## src/rtl/axi_sram_burst_master.sv

```systemverilog
// axi_sram_burst_master: one-at-a-time AXI4 INCR burst initiator fed by a command/stream interface
module axi_sram_burst_master #(
    parameter int AXI_ADDR_WIDTH = 64,
    parameter int AXI_DATA_WIDTH = 64,
    parameter int AXI_ID_WIDTH   = 4,
    parameter int AXI_USER_WIDTH = 4
) (
    input  logic                          clk_i,
    input  logic                          rst_i,
    input  logic                          cmd_valid_i,
    output logic                          cmd_ready_o,
    input  logic                          cmd_write_i,
    input  logic [AXI_ADDR_WIDTH-1:0]     cmd_addr_i,
    input  logic [7:0]                    cmd_len_i,
    input  logic [AXI_ID_WIDTH-1:0]       cmd_id_i,
    input  logic                          wdata_valid_i,
    output logic                          wdata_ready_o,
    input  logic [AXI_DATA_WIDTH-1:0]     wdata_i,
    input  logic [AXI_DATA_WIDTH/8-1:0]   wstrb_i,
    output logic                          rdata_valid_o,
    input  logic                          rdata_ready_i,
    output logic [AXI_DATA_WIDTH-1:0]     rdata_o,
    output logic                          rdata_last_o,
    output logic                          done_o,
    output logic [1:0]                    done_resp_o,
    output logic [1:0]                    done_err_o,
    output logic [AXI_ID_WIDTH-1:0]       axi_aw_id,
    output logic [AXI_ADDR_WIDTH-1:0]     axi_aw_addr,
    output logic [7:0]                    axi_aw_len,
    output logic [2:0]                    axi_aw_size,
    output logic [1:0]                    axi_aw_burst,
    output logic                          axi_aw_lock,
    output logic [3:0]                    axi_aw_cache,
    output logic [2:0]                    axi_aw_prot,
    output logic [3:0]                    axi_aw_qos,
    output logic [3:0]                    axi_aw_region,
    output logic [5:0]                    axi_aw_atop,
    output logic [AXI_USER_WIDTH-1:0]     axi_aw_user,
    output logic                          axi_aw_valid,
    input  logic                          axi_aw_ready,
    output logic [AXI_DATA_WIDTH-1:0]     axi_w_data,
    output logic [AXI_DATA_WIDTH/8-1:0]   axi_w_strb,
    output logic                          axi_w_last,
    output logic [AXI_USER_WIDTH-1:0]     axi_w_user,
    output logic                          axi_w_valid,
    input  logic                          axi_w_ready,
    input  logic [AXI_ID_WIDTH-1:0]       axi_b_id,
    input  logic [1:0]                    axi_b_resp,
    input  logic [AXI_USER_WIDTH-1:0]     axi_b_user,
    input  logic                          axi_b_valid,
    output logic                          axi_b_ready,
    output logic [AXI_ID_WIDTH-1:0]       axi_ar_id,
    output logic [AXI_ADDR_WIDTH-1:0]     axi_ar_addr,
    output logic [7:0]                    axi_ar_len,
    output logic [2:0]                    axi_ar_size,
    output logic [1:0]                    axi_ar_burst,
    output logic                          axi_ar_lock,
    output logic [3:0]                    axi_ar_cache,
    output logic [2:0]                    axi_ar_prot,
    output logic [3:0]                    axi_ar_qos,
    output logic [3:0]                    axi_ar_region,
    output logic [AXI_USER_WIDTH-1:0]     axi_ar_user,
    output logic                          axi_ar_valid,
    input  logic                          axi_ar_ready,
    input  logic [AXI_ID_WIDTH-1:0]       axi_r_id,
    input  logic [AXI_DATA_WIDTH-1:0]     axi_r_data,
    input  logic [1:0]                    axi_r_resp,
    input  logic                          axi_r_last,
    input  logic [AXI_USER_WIDTH-1:0]     axi_r_user,
    input  logic                          axi_r_valid,
    output logic                          axi_r_ready
);
    localparam int OFF = $clog2(AXI_DATA_WIDTH / 8);
    localparam logic [2:0] S_IDLE = 3'd0, S_AR = 3'd1, S_R = 3'd2, S_AW = 3'd3, S_W = 3'd4, S_B = 3'd5, S_DONE = 3'd6;
    logic [2:0]                state_q;
    logic [AXI_ADDR_WIDTH-1:0] addr_q, cmd_addr_aligned;
    logic [7:0]                len_q;
    logic [AXI_ID_WIDTH-1:0]   id_q;
    logic [8:0]                cnt_q;
    logic [1:0]                resp_q, err_q;
    logic [31:0]               span;
    logic                      last, r_hs, w_hs, over_4k, unused;
    assign cmd_addr_aligned = cmd_addr_i & ~AXI_ADDR_WIDTH'(AXI_DATA_WIDTH / 8 - 1);
    assign span             = 32'(cmd_addr_aligned[11:0]) + ((32'(cmd_len_i) + 32'd1) << OFF);
    assign over_4k          = span > 32'd4096;
    assign last             = cnt_q == {1'b0, len_q};
    assign r_hs             = axi_r_valid && axi_r_ready;
    assign w_hs             = axi_w_valid && axi_w_ready;
    assign unused           = ^{axi_b_id, axi_b_user, axi_r_user};
    assign cmd_ready_o      = state_q == S_IDLE;
    assign done_o           = state_q == S_DONE;
    assign done_resp_o      = resp_q;
    assign done_err_o       = err_q;
    assign axi_ar_valid     = state_q == S_AR;
    assign axi_aw_valid     = state_q == S_AW;
    assign axi_b_ready      = state_q == S_B;
    assign axi_r_ready      = (state_q == S_R) && rdata_ready_i;
    assign rdata_valid_o    = (state_q == S_R) && axi_r_valid;
    assign rdata_o          = axi_r_data;
    assign rdata_last_o     = (state_q == S_R) && last;
    assign axi_w_valid      = (state_q == S_W) && wdata_valid_i;
    assign wdata_ready_o    = (state_q == S_W) && axi_w_ready;
    assign axi_w_data       = wdata_i;
    assign axi_w_strb       = wstrb_i;
    assign axi_w_last       = (state_q == S_W) && last;
    assign axi_w_user       = '0;
    assign axi_aw_id        = id_q;
    assign axi_aw_addr      = addr_q;
    assign axi_aw_len       = len_q;
    assign axi_aw_size      = 3'(OFF);
    assign axi_aw_burst     = 2'b01;
    assign axi_aw_lock      = 1'b0;
    assign axi_aw_cache     = '0;
    assign axi_aw_prot      = '0;
    assign axi_aw_qos       = '0;
    assign axi_aw_region    = '0;
    assign axi_aw_atop      = '0;
    assign axi_aw_user      = '0;
    assign axi_ar_id        = id_q;
    assign axi_ar_addr      = addr_q;
    assign axi_ar_len       = len_q;
    assign axi_ar_size      = 3'(OFF);
    assign axi_ar_burst     = 2'b01;
    assign axi_ar_lock      = 1'b0;
    assign axi_ar_cache     = '0;
    assign axi_ar_prot      = '0;
    assign axi_ar_qos       = '0;
    assign axi_ar_region    = '0;
    assign axi_ar_user      = '0;
    // Burst sequencing, beat counting and response/error merging
    always_ff @(posedge clk_i) begin
        if (rst_i) begin
            state_q <= S_IDLE;
            addr_q  <= '0;
            len_q   <= '0;
            id_q    <= '0;
            cnt_q   <= '0;
            resp_q  <= '0;
            err_q   <= '0;
        end else begin
            case (state_q)
                S_IDLE: if (cmd_valid_i) begin
                    addr_q  <= cmd_addr_aligned;
                    len_q   <= cmd_len_i;
                    id_q    <= cmd_id_i;
                    cnt_q   <= '0;
                    resp_q  <= over_4k ? 2'b10 : 2'b00;
                    err_q   <= {1'b0, over_4k};
                    state_q <= over_4k ? S_DONE : (cmd_write_i ? S_AW : S_AR);
                end
                S_AR: if (axi_ar_ready) state_q <= S_R;
                S_AW: if (axi_aw_ready) state_q <= S_W;
                S_R: if (r_hs) begin
                    cnt_q    <= cnt_q + 9'd1;
                    resp_q   <= (axi_r_resp > resp_q) ? axi_r_resp : resp_q;
                    err_q[1] <= err_q[1] | (axi_r_last != last) | (axi_r_id != id_q);
                    if (last) state_q <= S_DONE;
                end
                S_W: if (w_hs) begin
                    cnt_q <= cnt_q + 9'd1;
                    if (last) state_q <= S_B;
                end
                S_B: if (axi_b_valid) begin
                    resp_q  <= axi_b_resp;
                    state_q <= S_DONE;
                end
                default: state_q <= S_IDLE;
            endcase
        end
    end
endmodule
```

## config.mk

```make
export PLATFORM = sky130hd
export DESIGN_NAME = axi_sram_burst_master
export DESIGN_NICKNAME = d
export VERILOG_FILES = /design/src/rtl/axi_sram_burst_master.sv
export SDC_FILE = /design/constraint.sdc
export NUM_CORES = 1
export LEC_CHECK = 0
export ABC_AREA = 1
export CELL_PAD_IN_SITES_DETAIL_PLACEMENT = 0
export CELL_PAD_IN_SITES_GLOBAL_PLACEMENT = 1
export CORE_AREA = 5 5 234 236
export CTS_CLUSTER_SIZE = 28
export DETAILED_ROUTE_END_ITERATION = 8
export DIE_AREA = 0 0 239 241
export HOLD_SLACK_MARGIN = 0.1
export PLACE_DENSITY = 0.61
export SLEW_MARGIN = 20
export SYNTH_ARGS = -nofsm -noshare
export SYNTH_HDL_FRONTEND = slang
export SYNTH_SLANG_ARGS = --single-unit
```

## constraint.sdc

```tcl
create_clock -name clk_i -period 5.4 [get_ports clk_i]
set_input_delay 1.62 -clock clk_i [delete_from_list [all_inputs] [get_ports clk_i]]
set_output_delay 1.62 -clock clk_i [all_outputs]
set_load 0.1 [all_outputs]
```

* Yosys cells after proc, flatten, opt, wreduce, memory -nomap -nowiden
Cells that the tools add are included.
** Word-level totals
- Word-level logic and storage cells :: 74
- Register bits :: 89
- Output and inout port bits :: 363
- Input port bits :: 244
** Cells by class
- Equality and inequality tests :: 18
- Magnitude comparators :: 2
- Bitwise gates (word level) :: 2
- $add $sub $neg :: 3
- Reduce and logical (&&, ||, !) cells :: 17
- Muxes and demuxes :: 24
** Operators by type and width (number)
- $mux 3 :: 9
- $mux 9 :: 3
- $pmux 9 s3 :: 1
- $pmux 3 s6 :: 1
- $mux 2 :: 7
- $add 12x12->13 :: 1
- $gt 13x13->1 const B :: 1
- $ne 2x2->1 const B :: 6
- $add 8x1->9 const B :: 1
- $add 9x1->9 const B :: 1
- $eq 3x3->1 const B :: 3
- $eq 9x8->1 :: 1
- $logic_and 1x1->1 :: 8
- $reduce_and 8->1 :: 1
- $eq 3x2->1 const B :: 2
- $ne 2x1->1 const B :: 3
- $pmux 2 s3 :: 1
- $reduce_bool 3->1 :: 2
- $reduce_and 5->1 :: 1
- $ne 4x4->1 :: 1
- $reduce_and 4->1 :: 1
- $eq 3x1->1 const B :: 1
- $logic_not 3->1 :: 1
- $reduce_and 3->1 :: 1
- other kinds (7) :: 8

* Depth between registers and ports, before layout
- Depth after elaboration :: 6
- Depth in mapped cells :: 17
- Depth with buffers taken out :: 17

* Worst setup path after synthesis
Ideal clock, no wire load.
- Kind :: input to output
- Start point :: input rdata_ready_i
- End point :: output axi_r_ready
- Path slack :: 0.869 ns
- Stages on the path :: 2
- Data required time :: 3.780 ns
- Arrival time :: 2.911 ns
- Buffers on the path :: 0
- Cells stage by stage :: inv_1 -> nor2_1
** Between the ends
- Word-level cells in the longest chain between the ends :: 1
** Ends and longest elaborated chain
- start: declaration :: RTL line 21 : input logic rdata_ready_i,
- $logic_and 1x1->1 :: RTL line 97 : assign axi_r_ready = (state_q == S_R) && rdata_ready_i;
- end: declaration :: RTL line 71 : output logic axi_r_ready
No other way between the ends.

* Worst setup path after layout
Same ends and word-level chain as after synthesis.

==> results_dict.tcl <==
set metrics [dict create \
    io_pins 607 \
    crit_path_start_kind "input port" \
    viasPerCell 3.21 \
    clock_skew_ps 17.5 \
    cts.htree.levels 3 \
    syn_inst 896 \
    seqCellArea_mm2 0.00178 \
    crit_slowest_cell "clkdlybuf4s50_1" \
    cts_buffers 9 \
    cts_hold_buf 0 \
    yosysSeqAreaShare 0.278 \
    cts-root-buf "clkbuf_16" \
    cap_violations 0 \
    antenna_found_initial 0 \
    critPathMaxFanout 2 \
    path_clk_slew_ps 80 \
    drive_gt1_frac 0.0471 \
    detail-route-antenna-nets 0 \
    fin_util 0.157 \
    status "finished, final reports clean" \
    finalSetupTns_ps 0 \
    gp_congestion 0.784 \
    cts_buffer_depth 2 \
    setup-violations-final 0 \
    post_cts_buffers 0 \
    vias 5207 \
    cts_tree "yes" \
    grt_pass1_wl_um 31900 \
    cts_resized 0 \
    antenna_cells 0 \
    critPathKind "in2out" \
    path_cells "clkdlybuf4s50_1, inv_1, nor2_1, buf_4" \
    crit_required_ps 3780 \
    hold_class "reg2reg" \
    hold_viol_final 0 \
    slew_headroom 0.275 \
    fp.coreArea_mm2 0.0522 \
    synth_area_mm2 0.00640 \
    routed_wl_um 23100 \
    grt_overflow_total 0 \
    arrival_ps 2590 \
    final_common_cell "clkdlybuf4s50_1" \
    max_clock_freq_ghz 0.238 \
    first_iter_violations 196 \
    period_share 0.779 \
    wire_per_inst_um 14.2 \
    drc 0 \
    synth_top_area_frac 0.335 \
    hpwlAfterDp_um 18200 \
    rows 84 \
    maxSlewViolCount 0 \
    yosys_warnings 0 \
    ys_seq_elements 89 \
    tightest_slew_ps 1080 \
    area_growth_pct 27.7 \
    die_area_mm2 0.0576 \
    yosys.area.top_type "buf_4" \
    synthTopCellsByArea "buf_4 34%, dfxtp_1 28%, nor2_1 9.5%" \
    first_pass_iters 4 \
    grtUsageTotal 0.0755 \
    fp.dieW_um 239 \
    first_global_vias 5046 \
    timing.hold.ws_ps 498 \
    grt_max_degree 74 \
    fin_crit_ps 4210 \
    multi_input_area_mm2 0.00241 \
    clk_latency_ps 380 \
    slowest_delay_ps 490 \
    fp.dieH_um 241 \
    syn_avg_cell_area_um2 7.15 \
    start_util 0.123 \
    final_nets 1188 \
    yosys.cell_types.count 34 \
    portBuffers 253 \
    cts_sinks 89 \
    layout_common_cells "246 x clkdlybuf4s50_1, 162 x nor2_1, 89 x dfxtp_1, 78 x nand2_1, 73 x o21ai_0" \
    fillers 5927 \
    end_kind "output pin" \
    rsz0062_at_grt "no" \
]
-- final cells by class --
| cell class | count | share of cell area |
|---|---|---|
| timing repair buffer | 257 | 0.313 |
| clock buffer | 9 | 0.0275 |
| inverter | 64 | 0.0295 |
| tap | 688 | 0.105 |
| sequential | 89 | 0.218 |
| clock inverter | 7 | 0.0125 |
| multi-input combinational | 508 | 0.295 |
-- critical path, delay by kind of cell --
family | cells | cell delay, ps
buf+inv | 3 | 850
simple gates | 1 | 110
-- final timing paths --
| check | to | depth (start not counted) | start | slack, ps |
|---|---|---|---|---|
| setup / recovery | axi_r_ready | 4 | rdata_ready_i | 1190 |
| hold / removal | cnt_q[1] | 2 | cnt_q[1] | 500 |
| setup reg to reg | axi_ar_addr[32] | 12 | state_q[1] | 2590 |
| hold reg to reg | cnt_q[1] | 2 | cnt_q[1] | 500 |
-- stage by stage --
step | std cells | area (µm²) | worst slack (ps)
after detailed placement | 1606 | 7850 | 869
after global routing | 1622 | 8180 | 1060
after floorplan | 960 | 6650 | 869
final | 1622 | 8180 | 1190
after global placement | 1606 | 7850 | 834
after CTS | 1622 | 8180 | 1160
-- layer usage --
metal  global-route usage  up-vias  share of wire
li1                     -     2540              -
met1               0.0819     2310           0.38
met2                0.122      276           0.46
met3               0.0334       81          0.099
met4               0.0462        0          0.052
met5                    0        -              0
-- cell usage after synthesis (all sizes together) --
| master | n |
|---|---|
| a21oi | 27 |
| a22o | 1 |
| a31oi | 1 |
| buf | 291 |
| clkbuf | 8 |
| conb | 2 |
| dfxtp | 89 |
| fa | 1 |
| ha | 14 |
| inv | 64 |
| nand2 | 82 |
| nand3 | 20 |
| nand3b | 1 |
| nand4 | 10 |
| nor2 | 167 |
| nor3 | 10 |
| nor3b | 5 |
| o211ai | 1 |
| o21a | 1 |
| o21ai | 86 |
| o21bai | 1 |
| o22ai | 1 |
| or2 | 1 |
| xnor2 | 1 |
| xor2 | 11 |
-- flip-flops by register name (all words and copies together) (netlist names) --
| register | cells |
|---|---|
| axi_ar_addr | 61 |
| cnt_q | 9 |
| axi_ar_len | 8 |
| axi_ar_id | 4 |
| state_q | 3 |
| done_err_o | 2 |
| done_resp_o | 2 |
-- cell families (layout without fill, tap and decap cells) --
group | count (synthesis) | count (layout) | share of synthesized area
buf+inv | 363 | 337 | 0.383
simple gates | 296 | 296 | 0.195
compound gates | 119 | 119 | 0.0951
flops | 89 | 89 | 0.278
fa+ha+maj | 15 | 15 | 0.0305
xor+xnor | 12 | 12 | 0.0164
other cells | 2 | 66 | 0.00117
Power is left out: the tool's default activity adds up to more than one toggle a clock period on the data nets, which glitch-free logic cannot reach.
